==> config.mk <==
export PLATFORM = sky130hd
export DESIGN_NAME = adc_frame_tx_flat
export DESIGN_NICKNAME = d
export VERILOG_FILES = /design/src/rtl/adc_frame_pkg.sv /design/src/rtl/adc_frame_tx_if.sv /design/src/rtl/adc_frame_tx.sv /design/src/flat_wrapper.sv
export SDC_FILE = /design/constraint.sdc
export NUM_CORES = 1
export LEC_CHECK = 0
export CORE_ASPECT_RATIO = 1.1
export CORE_MARGIN = 4
export CORE_UTILIZATION = 60
export CTS_CLUSTER_DIAMETER = 80
export CTS_CLUSTER_SIZE = 20
export DETAILED_ROUTE_END_ITERATION = 16
export DONT_BUFFER_PORTS = 1
export PLACE_DENSITY_LB_ADDON = 0.08
export RECOVER_POWER = 100
export REMOVE_ABC_BUFFERS = 1
export SYNTH_ARGS = -nofsm -noshare
export SYNTH_HDL_FRONTEND = slang
export SYNTH_SLANG_ARGS = --single-unit
==> constraint.sdc <==
create_clock -name clk -period 8.1 [get_ports clk]
set_clock_uncertainty 0.15 [all_clocks]
set_input_delay 1.215 -clock clk [delete_from_list [all_inputs] [get_ports clk]]
set_output_delay 1.215 -clock clk [all_outputs]
set_load 0.03 [all_outputs]
==> src/rtl/adc_frame_pkg.sv <==
// Shared constants and types for the ADC sample framer.
package adc_frame_pkg;

  localparam logic [7:0]  FRAME_HDR = 8'hA5;
  localparam int unsigned SAMPLE_W  = 16;
  localparam int unsigned BYTE_W    = 8;
  // Wide enough to count up to the largest legal frame of 8 samples.
  localparam int unsigned CNT_W     = 4;

  typedef enum logic [2:0] {
    IDLE = 3'd0,
    HDR  = 3'd1,
    SEQ  = 3'd2,
    LOAD = 3'd3,
    MSB  = 3'd4,
    LSB  = 3'd5,
    CSUM = 3'd6
  } state_e;

  function automatic logic [BYTE_W-1:0] csum_add(input logic [BYTE_W-1:0] acc,
                                                 input logic [BYTE_W-1:0] b);
    return acc + b;
  endfunction

endpackage

==> src/rtl/adc_frame_tx_if.sv <==
// FIFO show-ahead read port plus byte valid/ready stream used by the framer.
interface adc_frame_tx_if;
  import adc_frame_pkg::*;

  logic [SAMPLE_W-1:0] fifo_q;
  logic                fifo_empty;
  logic                fifo_burst;
  logic                fifo_re;
  logic [BYTE_W-1:0]   tx_data;
  logic                tx_valid;
  logic                tx_ready;

  // master = the framer, slave = FIFO/transmitter side.
  modport master (
    input  fifo_q, fifo_empty, fifo_burst, tx_ready,
    output fifo_re, tx_data, tx_valid
  );

  modport slave (
    output fifo_q, fifo_empty, fifo_burst, tx_ready,
    input  fifo_re, tx_data, tx_valid
  );

endinterface

==> src/rtl/adc_frame_tx.sv <==
// Drains 16-bit samples from the ADC FIFO and emits header/seq/samples/checksum
// byte frames on a valid/ready stream.
module adc_frame_tx
  import adc_frame_pkg::*;
#(
  parameter int unsigned DATA_WIDTH    = 16,
  parameter int unsigned FRAME_SAMPLES = 8
) (
  input  logic                clk,
  input  logic                reset,
  input  logic                enable,
  adc_frame_tx_if.master      tx_if,
  output logic                frame_active,
  output logic [BYTE_W-1:0]   frame_count
);

  state_e                  r_state,    w_state_nxt;
  logic [BYTE_W-1:0]       r_tx_data,  w_tx_data_nxt;
  logic                    r_tx_valid, w_tx_valid_nxt;
  logic [BYTE_W-1:0]       r_csum,     w_csum_nxt;
  logic [CNT_W-1:0]        r_cnt,      w_cnt_nxt;
  logic [DATA_WIDTH-1:0]   r_word,     w_word_nxt;
  logic                    r_active,   w_active_nxt;
  logic [BYTE_W-1:0]       r_count,    w_count_nxt;

  logic                    w_xfer;
  logic                    w_pop;
  logic [CNT_W-1:0]        w_cnt_inc;
  logic [BYTE_W-1:0]       w_word_msb;
  logic [BYTE_W-1:0]       w_word_lsb;
  logic [BYTE_W-1:0]       w_csum_lsb;
  logic [DATA_WIDTH-1:0]   w_fifo_word;

  assign w_xfer      = r_tx_valid && tx_if.tx_ready;
  // Reset gates the pop so an aborted frame never consumes a word.
  assign w_pop       = (r_state == LOAD) && !tx_if.fifo_empty && !reset;
  assign w_cnt_inc   = r_cnt + CNT_W'(1);
  assign w_word_msb  = r_word[DATA_WIDTH-1 -: BYTE_W];
  assign w_word_lsb  = r_word[BYTE_W-1:0];
  assign w_csum_lsb  = csum_add(r_csum, w_word_lsb);
  assign w_fifo_word = DATA_WIDTH'(tx_if.fifo_q);

  assign tx_if.fifo_re  = w_pop;
  assign tx_if.tx_data  = r_tx_data;
  assign tx_if.tx_valid = r_tx_valid;
  assign frame_active   = r_active;
  assign frame_count    = r_count;

  // State register and all registered outputs.
  always_ff @(posedge clk) begin
    if (reset) begin
      r_state    <= IDLE;
      r_tx_data  <= '0;
      r_tx_valid <= 1'b0;
      r_csum     <= '0;
      r_cnt      <= '0;
      r_word     <= '0;
      r_active   <= 1'b0;
      r_count    <= '0;
    end else begin
      r_state    <= w_state_nxt;
      r_tx_data  <= w_tx_data_nxt;
      r_tx_valid <= w_tx_valid_nxt;
      r_csum     <= w_csum_nxt;
      r_cnt      <= w_cnt_nxt;
      r_word     <= w_word_nxt;
      r_active   <= w_active_nxt;
      r_count    <= w_count_nxt;
    end
  end

  // Next-state, byte mux and checksum accumulation.
  always_comb begin
    w_state_nxt    = r_state;
    w_tx_data_nxt  = r_tx_data;
    w_tx_valid_nxt = r_tx_valid;
    w_csum_nxt     = r_csum;
    w_cnt_nxt      = r_cnt;
    w_word_nxt     = r_word;
    w_active_nxt   = r_active;
    w_count_nxt    = r_count;

    case (r_state)
      IDLE: begin
        if (enable && tx_if.fifo_burst) begin
          w_state_nxt    = HDR;
          w_tx_valid_nxt = 1'b1;
          w_tx_data_nxt  = FRAME_HDR;
          w_csum_nxt     = '0;
          w_cnt_nxt      = '0;
          w_active_nxt   = 1'b1;
        end
      end
      HDR: begin
        if (w_xfer) begin
          w_state_nxt   = SEQ;
          w_tx_data_nxt = r_count;
        end
      end
      SEQ: begin
        if (w_xfer) begin
          w_state_nxt    = LOAD;
          w_tx_valid_nxt = 1'b0;
          w_csum_nxt     = csum_add(r_csum, r_count);
        end
      end
      LOAD: begin
        // Stall here with nothing presented while the FIFO is dry.
        if (w_pop) begin
          w_state_nxt    = MSB;
          w_word_nxt     = w_fifo_word;
          w_tx_valid_nxt = 1'b1;
          w_tx_data_nxt  = w_fifo_word[DATA_WIDTH-1 -: BYTE_W];
        end
      end
      MSB: begin
        if (w_xfer) begin
          w_state_nxt   = LSB;
          w_csum_nxt    = csum_add(r_csum, w_word_msb);
          w_tx_data_nxt = w_word_lsb;
        end
      end
      LSB: begin
        if (w_xfer) begin
          w_csum_nxt = w_csum_lsb;
          w_cnt_nxt  = w_cnt_inc;
          if (w_cnt_inc == CNT_W'(FRAME_SAMPLES)) begin
            w_state_nxt   = CSUM;
            w_tx_data_nxt = w_csum_lsb;
          end else begin
            w_state_nxt    = LOAD;
            w_tx_valid_nxt = 1'b0;
          end
        end
      end
      CSUM: begin
        if (w_xfer) begin
          w_state_nxt    = IDLE;
          w_tx_valid_nxt = 1'b0;
          w_active_nxt   = 1'b0;
          w_count_nxt    = r_count + BYTE_W'(1);
        end
      end
      default: begin
        w_state_nxt    = IDLE;
        w_tx_valid_nxt = 1'b0;
        w_active_nxt   = 1'b0;
      end
    endcase
  end

endmodule

==> src/flat_wrapper.sv <==
// flat-port wrapper written by rule: the top's interface ports become plain ports
module adc_frame_tx_flat import adc_frame_pkg::*;
#(
  parameter int unsigned DATA_WIDTH    = 16,
  parameter int unsigned FRAME_SAMPLES = 8
)
  (clk, reset, enable, frame_active, frame_count, tx_if_fifo_q, tx_if_fifo_empty, tx_if_fifo_burst, tx_if_tx_ready, tx_if_fifo_re, tx_if_tx_data, tx_if_tx_valid);
  adc_frame_tx_if tx_if_i ();
  input  logic clk;
  input  logic reset;
  input  logic enable;
  output logic frame_active;
  output logic [BYTE_W-1:0] frame_count;
  input wire logic [$bits(tx_if_i.fifo_q)-1:0] tx_if_fifo_q;
  input wire logic [$bits(tx_if_i.fifo_empty)-1:0] tx_if_fifo_empty;
  input wire logic [$bits(tx_if_i.fifo_burst)-1:0] tx_if_fifo_burst;
  input wire logic [$bits(tx_if_i.tx_ready)-1:0] tx_if_tx_ready;
  output wire logic [$bits(tx_if_i.fifo_re)-1:0] tx_if_fifo_re;
  output wire logic [$bits(tx_if_i.tx_data)-1:0] tx_if_tx_data;
  output wire logic [$bits(tx_if_i.tx_valid)-1:0] tx_if_tx_valid;
  assign tx_if_i.fifo_q = tx_if_fifo_q;
  assign tx_if_i.fifo_empty = tx_if_fifo_empty;
  assign tx_if_i.fifo_burst = tx_if_fifo_burst;
  assign tx_if_i.tx_ready = tx_if_tx_ready;
  assign tx_if_fifo_re = tx_if_i.fifo_re;
  assign tx_if_tx_data = tx_if_i.tx_data;
  assign tx_if_tx_valid = tx_if_i.tx_valid;
  adc_frame_tx #(.DATA_WIDTH(DATA_WIDTH), .FRAME_SAMPLES(FRAME_SAMPLES)) u_core (.clk(clk), .reset(reset), .enable(enable), .tx_if(tx_if_i), .frame_active(frame_active), .frame_count(frame_count));
endmodule
== Word-level counts from Yosys, hierarchy flattened ==
Cells that the tools add are included.
Widths: inputs -> output; s select.
Storage, ports and cells
  bits in latches: 0
  bits in registers: 49
  RAM bits: 0
  ROM bits: 0
  memories: 0
  input port bits: 22
Operators by class
  divide/modulo/power cells: 0
  multiply operators: 0
  reductions and logical operators: 21
  shifts and indexed selects: 0
  equal/unequal tests: 17
  magnitude comparators: 0
  add/subtract/negate cells: 5
  mux-type cells: 31
  bitwise operators: 2
Operators with widths (count)
  $mux 8: 10
  $pmux 8 s5: 1
  $pmux 8 s4: 1
  $add 8x8->8: 3
  $mux 3: 8
  $pmux 3 s7: 1
  $ne 2x1->1 const B: 8
  $reduce_and 7->1: 2
  $eq 3x3->1 const B: 3
  $add 8x1->8 const B: 1
  $mux 4: 2
  $pmux 4 s2: 1
  $eq 3x2->1 const B: 2
  $reduce_and 3->1: 2
  $reduce_and 6->1: 1
  $mux 1: 5
  $pmux 1 s5: 1
  $reduce_and 5->1: 1
  $reduce_bool 5->1: 1
  $reduce_or 5->1: 1
  $add 4x1->4 const B: 1
  $eq 4x4->1 const B: 1
  $logic_and 1x1->1: 4
  $ne 2x2->1 const B: 2
  9 further kinds: 13

== Depth between registers and ports, before layout ==
  depth after elaboration: 5
  gate-level depth with buffers: 13
  gate-level depth less buffers: 11

== Least setup slack after synthesis ==
Ideal clock, no wire load.
  path type: in2out
  start point: in tx_if_fifo_empty
  end point: out tx_if_fifo_re
  arrival: 2.094 ns
  path slack: 4.641 ns
  cell stages on the path: 2
  path buffers: 1
  cell sequence: nor3_1 clkbuf_1
On the way
  word-level cells in the longest chain between the ends: 3
RTL lines
  from (decl): RTL line flat_wrapper.sv:15  | input wire logic [$bits(tx_if_i.fifo_empty)-1:0] tx_if_fifo_empty;
  $logic_not 1->1: RTL line adc_frame_tx.sv:36  | assign w_pop = (r_state == LOAD) && !tx_if.fifo_empty && !reset;
  $logic_and 1x1->1 (2 in a row): RTL line adc_frame_tx.sv:36
  to (decl): RTL line flat_wrapper.sv:18  | output wire logic [$bits(tx_if_i.fifo_re)-1:0] tx_if_fifo_re;
Every way passes these cells.

== Worst setup path in the final report ==
  start point: reg u_core.r_state[0]
  end point: out tx_if_fifo_re
On the way
  word-level cells in the longest chain between the ends: 3
RTL lines
  from (decl): RTL line adc_frame_tx.sv:17  | state_e r_state, w_state_nxt;
  from (signal assigned): RTL line adc_frame_tx.sv:61  | r_state <= w_state_nxt;
  $eq 3x2->1: RTL line adc_frame_tx.sv:36
  $logic_and 1x1->1 (2 in a row): RTL line adc_frame_tx.sv:36
Every way passes these cells.

==> metrics <==
Finished Layout Cells=433; # setup viols final=0; most used cell, CP=clkbuf_1; PostCTS Resize Cnt=0; WS Path Type=flop to output pin; endpoint class of the critical path=output pin; Max Cap Violations=2; post-synthesis sequential area ratio=0.3152; Std-Cell Rows=27; placed insts=425; DRC viols=0; Worst-Skew Late Latency=0.31 ns; fin nets=415; Critical Path AT=3.74 ns; grt total ovfl=0; Critical Path Source=u_core.r_state[0]$_SDFFE_PP0P_; DR pass1 iterations=5; die width=76.67 um; first-pass GRT wire length=12100 um; Die Y-Extent=83.53 um; CTS Hold Bufs=0; CP Launch Type=flop; largest net degree at the start of global routing=53; sw frac=0.3250; share of flip-flops with an asynchronous set or reset=0; Post-Route WL=7336 um; Vias/cell=6.277; DIE AREA=0.006404 mm2; final core occ=0.6449; GP Congestion=0.8205; Syn Inst Count=384; cell taking the most area after synthesis=dfxtp_1; CP cell instances=clkbuf_1 > nor2b_1 > nand2_1 > nor3_1 > clkbuf_1; CP Data Required Time=6.73 ns; Slew HR=-0.3319; top-count cell post-synth=dfxtp_1; largest stage delay on the critical path=1.20 ns; share of power burned in combinational logic=0.217; Max Transition Viols Final=50; share of the synthesized area in the top cell type=0.3152; Max FO, Critical Path=33; main flop type after synthesis=dfxtp_1; IO Pins=41; TritonCTS Buffers=5; initial antenna violation count=0; clk sink count=49; PwrDens=191.5 mW/mm2; vias=2718; post-DP HPWL=5181 um; core area=0.005000 mm2; gr usage total=0.2303; slowest stage cell, crit path=clkbuf_1; outcome=finished, violations left; Synth area leaders=dfxtp_1 32%, ha_1 6.8%, o21ai_0 5.1%; setup bufs post-CTS=0; RSZ-0062 raised after global routing=no; DRT antenna net count=0; Period minus WS final=5.108 ns; top post-synthesis cells by count=49 x dfxtp_1, 42 x nor2_1, 39 x nand2_1, 32 x o21ai_0, 22 x a21oi_1; Hold Crit Start=u_core.r_word[12]$_SDFFE_PP0P_; clock root cell=clkbuf_8; share of post-route cells with drive strength above 1=0.07200; Max clock buf depth=2; WL/cell=16.94 um; final setup TNS=0 ns; yosys warns=0; CTS tree=built; H-tree level count=2; f_max=0.1958 GHz; total leakage power=1.191 nW; Sw Pwr=0.2007 mW; library cells used by synthesis=57; IO buf count=0; failing checks=capacitance limit, slew limit; diode count=0; vias in the first global route=2479; Seq cells post-synth=49; initial core utilization=0.6224; Mapped Avg Cell Area=8.103 um2; 1st-iter DRT viols=168; Final Hold Fails=0; Hold/Removal Path Class=flop to flop; Clk pwr share=0.305; P&R area growth vs syn=3.619%; Int Pwr=0.4167 mW; number of enable flip-flop cells after synthesis=0; RR Startpoint=u_core.r_state[0]$_SDFFE_PP0P_; peak supply drop=108.3 uV; Sequential Power Share=0.479; CTS clk-pin slew, worst paths=0.10 ns; post-route clock period utilization=0.6306; Worst Max-Slew Pin Slew=1.980 ns; synthesized area=0.003112 mm2
==> path summary, 6_finish.rpt <==
kind / to / cells after the start / slack, ns
worst max-delay path: tx_if_fifo_re / 5 / 2.99
worst max register to register: u_core.r_word[9]$_SDFFE_PP0P_ / 6 / 4.06
worst min-delay path: u_core.r_word[12]$_SDFFE_PP0P_ / 2 / 0.33
worst min register to register: u_core.r_word[12]$_SDFFE_PP0P_ / 2 / 0.33
==> logic make-up (layout without fill, tap and decap cells) <==
group | count (synthesis) | count (layout) | synth area share
AOI/OAI and AO/OA | 112 | 112 | 0.2324
xor gates and xnor gates | 16 | 16 | 0.04504
adders and majority gates | 19 | 19 | 0.08122
buffers and inverters | 29 | 20 | 0.03981
DFF | 49 | 49 | 0.3152
muxes | 18 | 18 | 0.06233
and+or+nand+nor | 141 | 141 | 0.2240
==> placed cells by master, fill, tap and decap left out, types with 2 or more instances in the layout <==
cell,synthesis,routed
mux2_2,11,11
nor2b_1,7,7
a21o_1,2,2
nor2_1,42,42
buf_4,2,2
or3_1,2,2
or2_0,0,2
a31oi_1,5,5
o22ai_1,5,5
a211oi_1,11,11
inv_1,8,8
o31ai_1,5,5
nand2b_1,21,21
clkbuf_1,13,2
and3_1,2,2
nand3b_1,3,3
mux2i_1,7,7
nand3_1,5,5
xor2_1,8,8
fa_1,2,2
nand2_1,39,39
o21ai_0,32,34
ha_1,17,17
o21ai_1,4,2
a311oi_1,4,4
a221oi_1,5,5
nor3_1,5,6
xnor2_1,8,8
o21a_1,2,2
nor3b_1,2,2
clkbuf_8,0,6
a21oi_1,22,22
dfxtp_1,49,49
a22oi_1,3,3
==> final cells by class <==
| type | instances | area (um2) |
|---|---|---|
| tap | 58 | 72.57 |
| clock buffer | 6 | 82.58 |
| sequential | 49 | 980.9 |
| multi-input combinational | 306 | 1998 |
| fill | 461 | 1775 |
| clock inverter | 2 | 37.54 |
| inverter | 8 | 30.03 |
| timing repair buffer | 4 | 22.52 |
==> power by group through the flow <==
stage	Sequential [mW]	Combinational, mW	Clock (mW)
floorplan	0.304	0.0995	0
global placement	0.301	0.130	0
detailed placement	0.302	0.133	0
CTS	0.296	0.134	0.189
global route	0.298	0.153	0.199
finish	0.295	0.134	0.188
==> stage by stage <==
stage | power, mW | worst slack [ns] | hold slack [ns] | instance area, um2
2_1_floorplan | 0.4036 | 3.335 | 0.2882 | 3018
3_3_place_gp | 0.4315 | 4.797 | 0.3123 | 3126
3_5_place_dp | 0.4343 | 4.740 | 0.3176 | 3126
4_1_cts | 0.6183 | 4.460 | 0.3348 | 3246
5_1_grt | 0.6489 | 2.705 | 0.3591 | 3224
6_report | 0.6173 | 2.992 | 0.3323 | 3224
==> sequential cells by signal, indices dropped and copies added, names as in the netlist <==
name / count
u_core.r_word: 16
u_core.frame_active: 1
u_core.r_csum: 8
u_core.tx_if.tx_data: 8
u_core.r_state: 3
u_core.frame_count: 8
u_core.r_cnt: 4
u_core.tx_if.tx_valid: 1
==> worst max-delay path, delay by kind of cell (launching register included) <==
kind,cells,cell delay [ns]
buffers and inverters,2,2.07
flip-flops,1,0.32
AND/OR/NAND/NOR,3,1.03
==> layer usage <==
metal / part of all wire / GRT usage / vias up
li1: - / - / 1357
met1: 0.46 / 0.3100 / 1284
met2: 0.48 / 0.3780 / 69
met3: 0.059 / 0.04212 / 8
met4: 0.010 / 0.06096 / 0
met5: 0 / 0 / -
Power figures use the tool's default switching activity.
